**config.mk**
```make
export PLATFORM = sky130hd
export DESIGN_NAME = mojo_cpu_top
export DESIGN_NICKNAME = d
export VERILOG_FILES = /design/src/rtl/mojo_cpu_pkg.sv /design/src/rtl/mojo_cpu_rom.sv /design/src/rtl/mojo_cpu_top.sv
export SDC_FILE = /design/constraint.sdc
export NUM_CORES = 1
export LEC_CHECK = 0
export ABC_CLOCK_PERIOD_IN_PS = 4030
export CAP_MARGIN = 10
export CORE_AREA = 3 3 103 105
export CTS_CLUSTER_SIZE = 10
export DETAILED_ROUTE_END_ITERATION = 6
export DIE_AREA = 0 0 106 108
export GPL_TIMING_DRIVEN = 0
export PLACE_DENSITY = 0.76
export SLEW_MARGIN = 10
export SYNTH_ARGS = -nofsm -noshare
export SYNTH_HDL_FRONTEND = slang
export SYNTH_SLANG_ARGS = --single-unit
```
**constraint.sdc**
```tcl
create_clock -name clk -period 4.03 [get_ports clk]
set_input_delay 0.806 -clock clk [delete_from_list [all_inputs] [get_ports clk]]
set_output_delay 0.806 -clock clk [all_outputs]
set_load 0.01 [all_outputs]
```
**src/rtl/mojo_cpu_pkg.sv**
```systemverilog
// Shared types and the default program image for the Mojo single-step CPU.
package mojo_cpu_pkg;

  typedef enum logic [3:0] {
    OP_NOP = 4'h0, OP_LDI = 4'h1, OP_MOV = 4'h2, OP_ADD = 4'h3,
    OP_SUB = 4'h4, OP_AND = 4'h5, OP_OR  = 4'h6, OP_XOR = 4'h7,
    OP_INC = 4'h8, OP_DEC = 4'h9, OP_SHL = 4'hA, OP_SHR = 4'hB,
    OP_IN  = 4'hC, OP_OUT = 4'hD, OP_JMP = 4'hE, OP_HLT = 4'hF
  } opcode_e;

  typedef enum logic [1:0] {CC_ALWAYS = 2'b00, CC_Z = 2'b01, CC_C = 2'b10, CC_NZ = 2'b11} cond_e;

  typedef enum logic [1:0] {S_IDLE, S_FETCH, S_FETCH2, S_EXEC} state_e;

  // Words 00..0F of the demo program; everything above reads as 00.
  localparam int IMG_LEN = 16;
  localparam logic [IMG_LEN-1:0][7:0] ROM_IMAGE = {
    8'h00, 8'hF0, 8'hD0, 8'hA0, 8'hF0, 8'h0C, 8'hE8, 8'h94,
    8'hD0, 8'hC8, 8'h45, 8'h31, 8'h03, 8'h14, 8'h05, 8'h10
  };

  function automatic logic two_byte(input logic [3:0] op);
    return (op == OP_LDI) || (op == OP_JMP);
  endfunction

endpackage

```
**src/rtl/mojo_cpu_rom.sv**
```systemverilog
// Combinational program ROM: address -> byte from the package image.
module mojo_cpu_rom
  import mojo_cpu_pkg::*;
#(
  parameter int AW = 5
) (
  input  logic [AW-1:0] addr,
  output logic [7:0]    data
);

  logic [7:0] addr8;

  always_comb begin
    addr8 = 8'(addr);
    data  = (addr8[7:4] == 4'd0) ? ROM_IMAGE[addr8[3:0]] : 8'h00;
  end

endmodule

```
**src/rtl/mojo_cpu_top.sv**
```systemverilog
// 8-bit four-register single-step teaching CPU; one instruction per step press.
// Optional MOJO_CPU_FREERUN_EN: holding step high runs instructions back to back.
module mojo_cpu_top
  import mojo_cpu_pkg::*;
#(
  parameter int ROM_DEPTH   = 32,
  parameter int SYNC_STAGES = 2
) (
  input  logic       clk,
  input  logic       rst,
  input  logic       step,
  input  logic [7:0] trainer_dip,
  output logic [7:0] led,
  output logic [7:0] r0view,
  output logic [7:0] r1view,
  output logic [7:0] r2view,
  output logic [7:0] r3view,
  output logic       zfview,
  output logic       cfview
);

  localparam int AW = (ROM_DEPTH > 1) ? $clog2(ROM_DEPTH) : 1;

  logic [SYNC_STAGES-1:0] sync_q;
  logic                   step_s, go;
  state_e                 state, state_nxt;
  logic [AW-1:0]          pc;
  logic [7:0]             ir, imm, rom_data;
  logic [3:0][7:0]        regs;
  logic                   zf, cf, halted;

  mojo_cpu_rom #(.AW(AW)) u_rom (.addr(pc), .data(rom_data));

  assign step_s = sync_q[SYNC_STAGES-1];

  always_ff @(posedge clk or negedge rst)
    if (!rst) sync_q <= '0;
    else      sync_q <= {sync_q[SYNC_STAGES-2:0], step};

`ifdef MOJO_CPU_FREERUN_EN
  assign go = step_s;
`else
  logic step_d;
  always_ff @(posedge clk or negedge rst)
    if (!rst) step_d <= 1'b0;
    else      step_d <= step_s;
  assign go = step_s & ~step_d;
`endif

  always_ff @(posedge clk or negedge rst)
    if (!rst) state <= S_IDLE;
    else      state <= state_nxt;

  // go outside IDLE is simply ignored, so bounces never queue work.
  always_comb begin
    state_nxt = state;
    case (state)
      S_IDLE:   if (go && !halted) state_nxt = S_FETCH;
      S_FETCH:  state_nxt = two_byte(rom_data[7:4]) ? S_FETCH2 : S_EXEC;
      S_FETCH2: state_nxt = S_EXEC;
      S_EXEC:   state_nxt = S_IDLE;
      default:  state_nxt = S_IDLE;
    endcase
  end

  opcode_e    op;
  logic [1:0] rd, rs;
  logic [7:0] rd_val, rs_val;
  logic [8:0] alu_res;
  logic       wr_rd, upd_zf, upd_cf, led_wr, jmp_taken, set_halt;

  // Bit 8 of alu_res is the carry/borrow/shifted-out bit for every flag-setting op.
  always_comb begin
    op        = opcode_e'(ir[7:4]);
    rd        = ir[3:2];
    rs        = ir[1:0];
    rd_val    = regs[rd];
    rs_val    = regs[rs];
    alu_res   = 9'd0;
    wr_rd     = 1'b0;
    upd_zf    = 1'b0;
    upd_cf    = 1'b0;
    led_wr    = 1'b0;
    jmp_taken = 1'b0;
    set_halt  = 1'b0;
    case (op)
      OP_LDI: begin alu_res = {1'b0, imm};    wr_rd = 1'b1; end
      OP_MOV: begin alu_res = {1'b0, rs_val}; wr_rd = 1'b1; end
      OP_ADD: begin alu_res = {1'b0, rd_val} + {1'b0, rs_val}; wr_rd = 1'b1; upd_zf = 1'b1; upd_cf = 1'b1; end
      OP_SUB: begin alu_res = {1'b0, rd_val} - {1'b0, rs_val}; wr_rd = 1'b1; upd_zf = 1'b1; upd_cf = 1'b1; end
      OP_AND: begin alu_res = {1'b0, rd_val & rs_val}; wr_rd = 1'b1; upd_zf = 1'b1; upd_cf = 1'b1; end
      OP_OR:  begin alu_res = {1'b0, rd_val | rs_val}; wr_rd = 1'b1; upd_zf = 1'b1; upd_cf = 1'b1; end
      OP_XOR: begin alu_res = {1'b0, rd_val ^ rs_val}; wr_rd = 1'b1; upd_zf = 1'b1; upd_cf = 1'b1; end
      OP_INC: begin alu_res = {1'b0, rd_val} + 9'd1; wr_rd = 1'b1; upd_zf = 1'b1; upd_cf = 1'b1; end
      OP_DEC: begin alu_res = {1'b0, rd_val} - 9'd1; wr_rd = 1'b1; upd_zf = 1'b1; upd_cf = 1'b1; end
      OP_SHL: begin alu_res = {rd_val, 1'b0}; wr_rd = 1'b1; upd_zf = 1'b1; upd_cf = 1'b1; end
      OP_SHR: begin alu_res = {rd_val[0], 1'b0, rd_val[7:1]}; wr_rd = 1'b1; upd_zf = 1'b1; upd_cf = 1'b1; end
      OP_IN:  begin alu_res = {1'b0, trainer_dip}; wr_rd = 1'b1; upd_zf = 1'b1; end
      OP_OUT: led_wr = 1'b1;
      OP_JMP: case (cond_e'(rd))
                CC_ALWAYS: jmp_taken = 1'b1;
                CC_Z:      jmp_taken = zf;
                CC_C:      jmp_taken = cf;
                CC_NZ:     jmp_taken = ~zf;
                default:   jmp_taken = 1'b0;
              endcase
      OP_HLT: set_halt = 1'b1;
      default: ;
    endcase
  end

  always_ff @(posedge clk or negedge rst) begin
    if (!rst) begin
      pc     <= '0;
      ir     <= 8'h00;
      imm    <= 8'h00;
      regs   <= '0;
      led    <= 8'h00;
      zf     <= 1'b0;
      cf     <= 1'b0;
      halted <= 1'b0;
    end else begin
      case (state)
        S_FETCH:  begin ir  <= rom_data; pc <= pc + AW'(1); end
        S_FETCH2: begin imm <= rom_data; pc <= pc + AW'(1); end
        S_EXEC: begin
          if (wr_rd)     regs[rd] <= alu_res[7:0];
          if (upd_zf)    zf <= (alu_res[7:0] == 8'h00);
          if (upd_cf)    cf <= alu_res[8];
          if (led_wr)    led <= rs_val;
          if (jmp_taken) pc <= imm[AW-1:0];
          if (set_halt)  halted <= 1'b1;
        end
        default: ;
      endcase
    end
  end

  assign r0view = regs[0];
  assign r1view = regs[1];
  assign r2view = regs[2];
  assign r3view = regs[3];
  assign zfview = zf;
  assign cfview = cf;

endmodule

```
==> results of run 1 <==
-- registers in the layout (all words and copies together), names as in the netlist --
signal  flops
sync_q      2
r3view      8
zfview      1
imm         8
step_d      1
r2view      8
cfview      1
ir          8
pc          5
r0view      8
led         8
state       2
halted      1
r1view      8
-- repair_timing --
item | CTS | global route
gates cloned | 0 | 0
pin swaps | 5 | 21
gates resized for setup | 22 | 51
setup endpoints to repair | 18 | 11
buffers inserted | 10 | 12
-- worst max-delay path, cell delays in order (launching register included) --
cell,delay (ps)
dfrtp_1,350
buf_6,130
mux4_2,590
buf_6,160
or3_4,370
a21oi_1,180
o21ai_0,130
o211ai_1,110
ha_1,300
a21oi_2,180
xor2_1,150
nor2_1,70
a211o_1,340
or4_4,510
o41ai_2,330
-- worst min-delay path by stage --
stage          depth (start not counted)  slack [ps]        end       from
3_5_place_dp                           0         350  sync_q[1]  sync_q[0]
2_1_floorplan                          0         330  sync_q[1]  sync_q[0]
4_1_cts                                1         350     cfview        rst
5_1_grt                                1         360     led[6]        rst
3_3_place_gp                           0         340  sync_q[1]  sync_q[0]
6_report                               1         340     cfview        rst
-- layout make-up --
class | instances | area (µm²) | area share (%)
sequential | 69 | 1729 | 26.92
buffer | 25 | 136.4 | 2.124
multi-input combinational | 384 | 3273 | 50.96
tap | 133 | 166.4 | 2.591
clock buffer | 10 | 137.6 | 2.143
clock inverter | 6 | 133.9 | 2.085
timing repair buffer | 76 | 715.7 | 11.14
inverter | 34 | 130.1 | 2.026
-- logic make-up after synthesis --
| logic type | synth area share, % |
|---|---|
| and+or+nand+nor | 13.24 |
| xor gates and xnor gates | 1.210 |
| DFF | 34.08 |
| adders and majority gates | 9.780 |
| buffers and inverters | 4.816 |
| AOI/OAI and AO/OA | 16.87 |
| muxes | 20.01 |
-- cells in the final DEF (no fill, tap or decap), types with 5 or more instances in the layout --
cell type and count:
a22oi_1 15, o21ai_0 30, or3_1 6, buf_4 23, nand3_1 13, mux2i_1 9
o21ai_1 6, clkdlybuf4s50_1 51, mux4_2 14, mux2_2 46, nor3_1 5, nor2_1 39
and3_1 5, a21oi_1 23, clkbuf_8 10, buf_2 5, nand2b_1 7, inv_1 31
o211ai_1 6, nand2_1 27, clkbuf_1 10, ha_1 33, dfrtp_1 67, a31oi_1 7
-- stage by stage --
stage | hold WS [ps] | worst slack [ps] | TNS, ps
2_1_floorplan | 331.2 | 76.12 | 0
3_3_place_gp | 340.5 | -614.4 | -11090
3_5_place_dp | 345.7 | -704.0 | -7246
4_1_cts | 353.8 | 15.53 | 0
5_1_grt | 360.9 | -114.8 | -442.7
6_report | 343.8 | 26.14 | 0
-- metal layers --
| metal | vias up | routed length (µm) | track usage [%] |
|---|---|---|---|
| met5 | - | 0 | 0 |
| met4 | 0 | 416 | 9.158 |
| met3 | 41 | 1357 | 4.896 |
| met2 | 279 | 7236 | 43.08 |
| met1 | 2279 | 6613 | 39.47 |
| li1 | 2080 | - | - |
==> summary.md, run 1 <==
| Metric | Value |
|---|---|
| Boundary Pins | `53` |
| Vert. Die Dim | `108 µm` |
| Ys flop type | `dfrtp_1` |
| Vias in the first global route | `approximately 4600` |
| Top cell type by total area after synthesis | `dfrtp_1` |
| Register area share after synthesis | `34.08%` |
| Initial core utilization | `52.07%` |
| Core area | `slightly below 10000 µm²` |
| Status | `complete, but fails checks` |
| Cells after synthesis | `514` |
| CTS tree | `done` |
| Tcrit/Tclk final | `99.35%` |
| Fin. max-slew vios | `0` |
| Worst-margin pin slew | `1019 ps` |
| Layout cells sized above 1 | `25.83%` |
| Syn Std Cell Area | `around 5000 µm²` |
| Die Wd | `approximately 110 µm` |
| Max Cap Viol | `0` |
| Vias | `4679` |
| Placed wire-length estimate | `11330 µm` |
| Placed Area | `approximately 5800 µm²` |
| Startpoint types | `flip-flop` |
| First-pass GRT wire length | `24770 µm` |
| TritonCTS Buffers | `9` |
| DP Cell Count | `701` |
| Final cell count without fillers | `around 740` |
| Synth unique cells | `57` |
| Worst r2r path cells | `14` |
| Seq cells post-synth | `69` |
| Avg Synthesized Cell Area | `9.856 µm²` |
| Final hold violations | `0` |
| Async set-reset flop share out of synthesis | `100.0%` |
| Post-synth EDFFs | `0` |
| Worst reg2reg startpoint | `ir[0]` |
| Nets | `649` |
| Fin util | `approximately 66%` |
| DR DRC count | `1` |
| Yosys top cell area share | `34.08%` |
| Routed WL per cell | `21.20 µm` |
| Final-report setup violation count | `0` |
| Clk buf depth | `2` |
| CTS root buf | `clkbuf_8` |
| Port Buffers | `52` |
| Antenna cells | `0` |
| Failing checks | `design-rule violations` |
| Final Critical Period | `around 4000 ps` |
| TritonRoute pass-1 iters | `7` |
| Worst-Skew Late Latency | `360 ps` |
| Layout Skew | `approximately 16 ps` |
| Avg Vias per Cell | `6.349` |
| Top-count cell post-synth | `dfrtp_1` |
| Yosys Warn Count | `0` |
| Crit path max fanout | `5` |
| Clock Sinks | `about 70` |
| Largest net degree at the start of global routing | `47` |
| Number of routed nets with antenna violations | `0` |
| RSZ-0062 raised after global routing | `true` |
| Fill cells | `776` |
| Final wirelength | `around 16000 µm` |
| Cts hold-fix bufs | `0` |
| Syn-to-layout area delta | `26.77%` |
| Total Routing Usage GR | `27.68%` |
| Non-Filler Cell Area, Final | `~6400 µm²` |
| Clk slew on worst S/H paths | `90 ps` |
| DRT iter0 DRCs | `634` |
| GPL Wtd Cong | `about 0.95` |
| Highest clock rate | `249.8 MHz` |
| Reg-to-reg endpoint | `zfview` |
| Critical Path RT | `4280 ps` |
| Site row count | `36` |
| Min-delay worst type | `primary input to async pin` |
| Die area | `11450 µm²` |
| GR Overflow Total | `0` |
| CTS H-tree lvls | `3` |
| Crit path to | `zfview` |
| Slew headroom | `31.85%` |
| Critical Path Sink Type | `flip-flop` |
| Crit path launch | `ir[0]` |
| Critical path type | `flip-flop to flip-flop` |
| WP data arrival | `4260 ps` |
| Post-synth top cells | `dfrtp_1 (69), mux2_2 (49), nor2_1 (40)` |
| Syn_nets | `about 560` |
| Antenna violations before repair | `0` |
| Dominant cells by area after synthesis | `dfrtp_1 (34%), mux2_2 (11%), ha_1 (9.4%)` |
| R2r setup slk | `30 ps` |
Power of run 1 is left out: the tool's default activity adds up to more than one toggle a clock period on the data nets, which glitch-free logic cannot reach.
==> run 2: changes to the inputs <==
--- a/config.mk
+++ b/config.mk
@@ -8,7 +8,6 @@
 export ABC_CLOCK_PERIOD_IN_PS = 4030
 export CAP_MARGIN = 10
 export CORE_AREA = 3 3 103 105
-export CTS_CLUSTER_SIZE = 10
 export DETAILED_ROUTE_END_ITERATION = 6
 export DIE_AREA = 0 0 106 108
 export GPL_TIMING_DRIVEN = 0
==> results of run 2 <==
The final DEF is identical to that of run 1; final timing and power are the same.
Power of run 2 is left out for the same reason.
==> run 3: changes to the inputs <==
--- a/config.mk
+++ b/config.mk
@@ -7,9 +7,10 @@
 export LEC_CHECK = 0
 export ABC_CLOCK_PERIOD_IN_PS = 4030
 export CAP_MARGIN = 10
-export CORE_AREA = 3 3 103 105
+export CORE_AREA = 2 2 102 104
+export CTS_CLUSTER_DIAMETER = 100
 export DETAILED_ROUTE_END_ITERATION = 6
-export DIE_AREA = 0 0 106 108
+export DIE_AREA = 0 0 104 106
 export GPL_TIMING_DRIVEN = 0
 export PLACE_DENSITY = 0.76
 export SLEW_MARGIN = 10
==> summary.md, run 3 (synthesized netlist as in run 1, its figures left out) <==
| Metric | Value |
|---|---|
| Status | `complete, but fails checks` |
| Failing checks | `negative setup slack` |
| Min-delay worst type | `primary input to async pin` |
| Final hold violations | `0` |
| TritonCTS Buffers | `9` |
| Antenna violations before repair | `0` |
| Layout cells sized above 1 | `24.03%` |
| Final Critical Period | `4034 ps` |
| Routed WL per cell | `20.95 µm` |
| Worst-Skew Late Latency | `350 ps` |
| Clk slew on worst S/H paths | `80 ps` |
| Worst-margin pin slew | `957.4 ps` |
| Placed wire-length estimate | `11140 µm` |
| Final wirelength | `15310 µm` |
| WL met2 | `around 7000 µm` |
| Antenna cells | `0` |
| Nets | `640` |
| Critical path type | `flip-flop to flip-flop` |
| Placed Area | `about 5800 µm²` |
| TritonRoute pass-1 iters | `6` |
| Tcrit/Tclk final | `100.1%` |
| CTS H-tree lvls | `3` |
| Final-report setup violation count | `1` |
| Clk buf depth | `2` |
| Fin. max-slew vios | `0` |
| Highest clock rate | `roughly 250 MHz` |
| WL met3 | `1345 µm` |
| Avg Vias per Cell | `6.399` |
| Max Cap Viol | `0` |
| Number of routed nets with antenna violations | `0` |
| Sum Neg Setup Slack | `-4.114 ps` |
| RSZ-0062 raised after global routing | `true` |
| CTS tree | `done` |
| Core area | `10000 µm²` |
| Die Wd | `104 µm` |
| First-pass GRT wire length | `23470 µm` |
| Clock Sinks | `69` |
| Site row count | `37` |
| Syn-to-layout area delta | `23.07%` |
| GR Overflow Total | `0` |
| DRT iter0 DRCs | `478` |
| Commonest non-fill, non-tap cell in the layout | `dfrtp_1` |
| Largest net degree at the start of global routing | `54` |
| Final worst setup slack | `-4.114 ps` |
| Crit path max fanout | `5` |
| Critical Path Sink Type | `flip-flop` |
| Die area | `around 11000 µm²` |
| Total Routing Usage GR | `27.26%` |
| Boundary Pins | `53` |
| Critical Path RT | `around 4300 ps` |
| Port Buffers | `52` |
| Startpoint types | `flip-flop` |
| Most frequent cells in the layout | `dfrtp_1 (68), clkdlybuf4s50_1 (51), mux2_2 (49)` |
| Vias in the first global route | `4385` |
| Initial core utilization | `approximately half` |
| Post-Place Worst Slack | `-694.8 ps` |
| WP data arrival | `between 4000 and 5000 ps` |
| Hold slack | `320.5 ps` |
| CTS root buf | `clkbuf_8` |
| DR DRC count | `0` |
| Layout Skew | `12.35 ps` |
| Met1 WL | `between 6000 and 7000 µm` |
| Top Layer Used | `met4` |
| Vert. Die Dim | `106 µm` |
| Non-Filler Cell Area, Final | `approximately 6200 µm²` |
| Vias | `between 4000 and 5000` |
| GPL Wtd Cong | `0.9706` |
| Fill cells | `856` |
| Slew headroom | `36.01%` |
## run 3: path summary, 6_finish.rpt
path	depth (start not counted)	slack, ps	endpoint	start
setup / recovery	17	-4	zfview	ir[0]
hold / removal	1	320	led[5]	rst
setup reg to reg	17	-4	zfview	ir[0]
max in group asynchronous	2	3150	ir[1]	rst
min in group clk	0	360	sync_q[1]	sync_q[0]
hold reg to reg	0	360	sync_q[1]	sync_q[0]
## run 3: through the flow
step	utilization, %	instances
finish	62.35	731
global route	62.35	731
CTS	60.61	723
detailed placement	57.88	703
global placement	57.57	702
floorplan	-	514
## run 3: layout make-up
type | instances | area, µm² | share of cell area, %
Multi-Input combinational cell | 384 | 3256 | 52.22
Clock buffer | 9 | 123.9 | 1.987
Buffer | 25 | 123.9 | 1.987
Timing Repair Buffer | 67 | 654.4 | 10.50
Tap cell | 136 | 170.2 | 2.729
Sequential cell | 69 | 1728 | 27.71
Clock inverter | 7 | 48.80 | 0.7827
Inverter | 34 | 130.1 | 2.087
## run 3: metal layers
metal / global-route usage, % / vias to the layer above
met1: 37.75 / 2302
met4: 10.71 / 0
met5: 0 / -
met3: 4.782 / 47
met2: 42.81 / 267
li1: - / 2062
## run 3: critical path, stage by stage (launching register included)
cell and delay [ps]:
dfrtp_1 340, buf_6 120, mux4_2 580, buf_6 160, inv_4 50, ha_4 140
inv_1 40, a21oi_1 110, nand2_1 70, o21ai_0 110, o21ai_2 130, fa_2 370
xor2_1 180, a222oi_1 340, nand3_1 200, or3_1 350, or4_1 420, o41ai_2 210
## run 3: timing repair
item                                    4_1_cts  5_1_grt
endpoints found under the setup margin       18       10
pin swaps                                     3       20
gates resized for setup                      25       26
hold buffers                                  0        0
buffers inserted                              6        8
Power of run 3 is left out for the same reason.
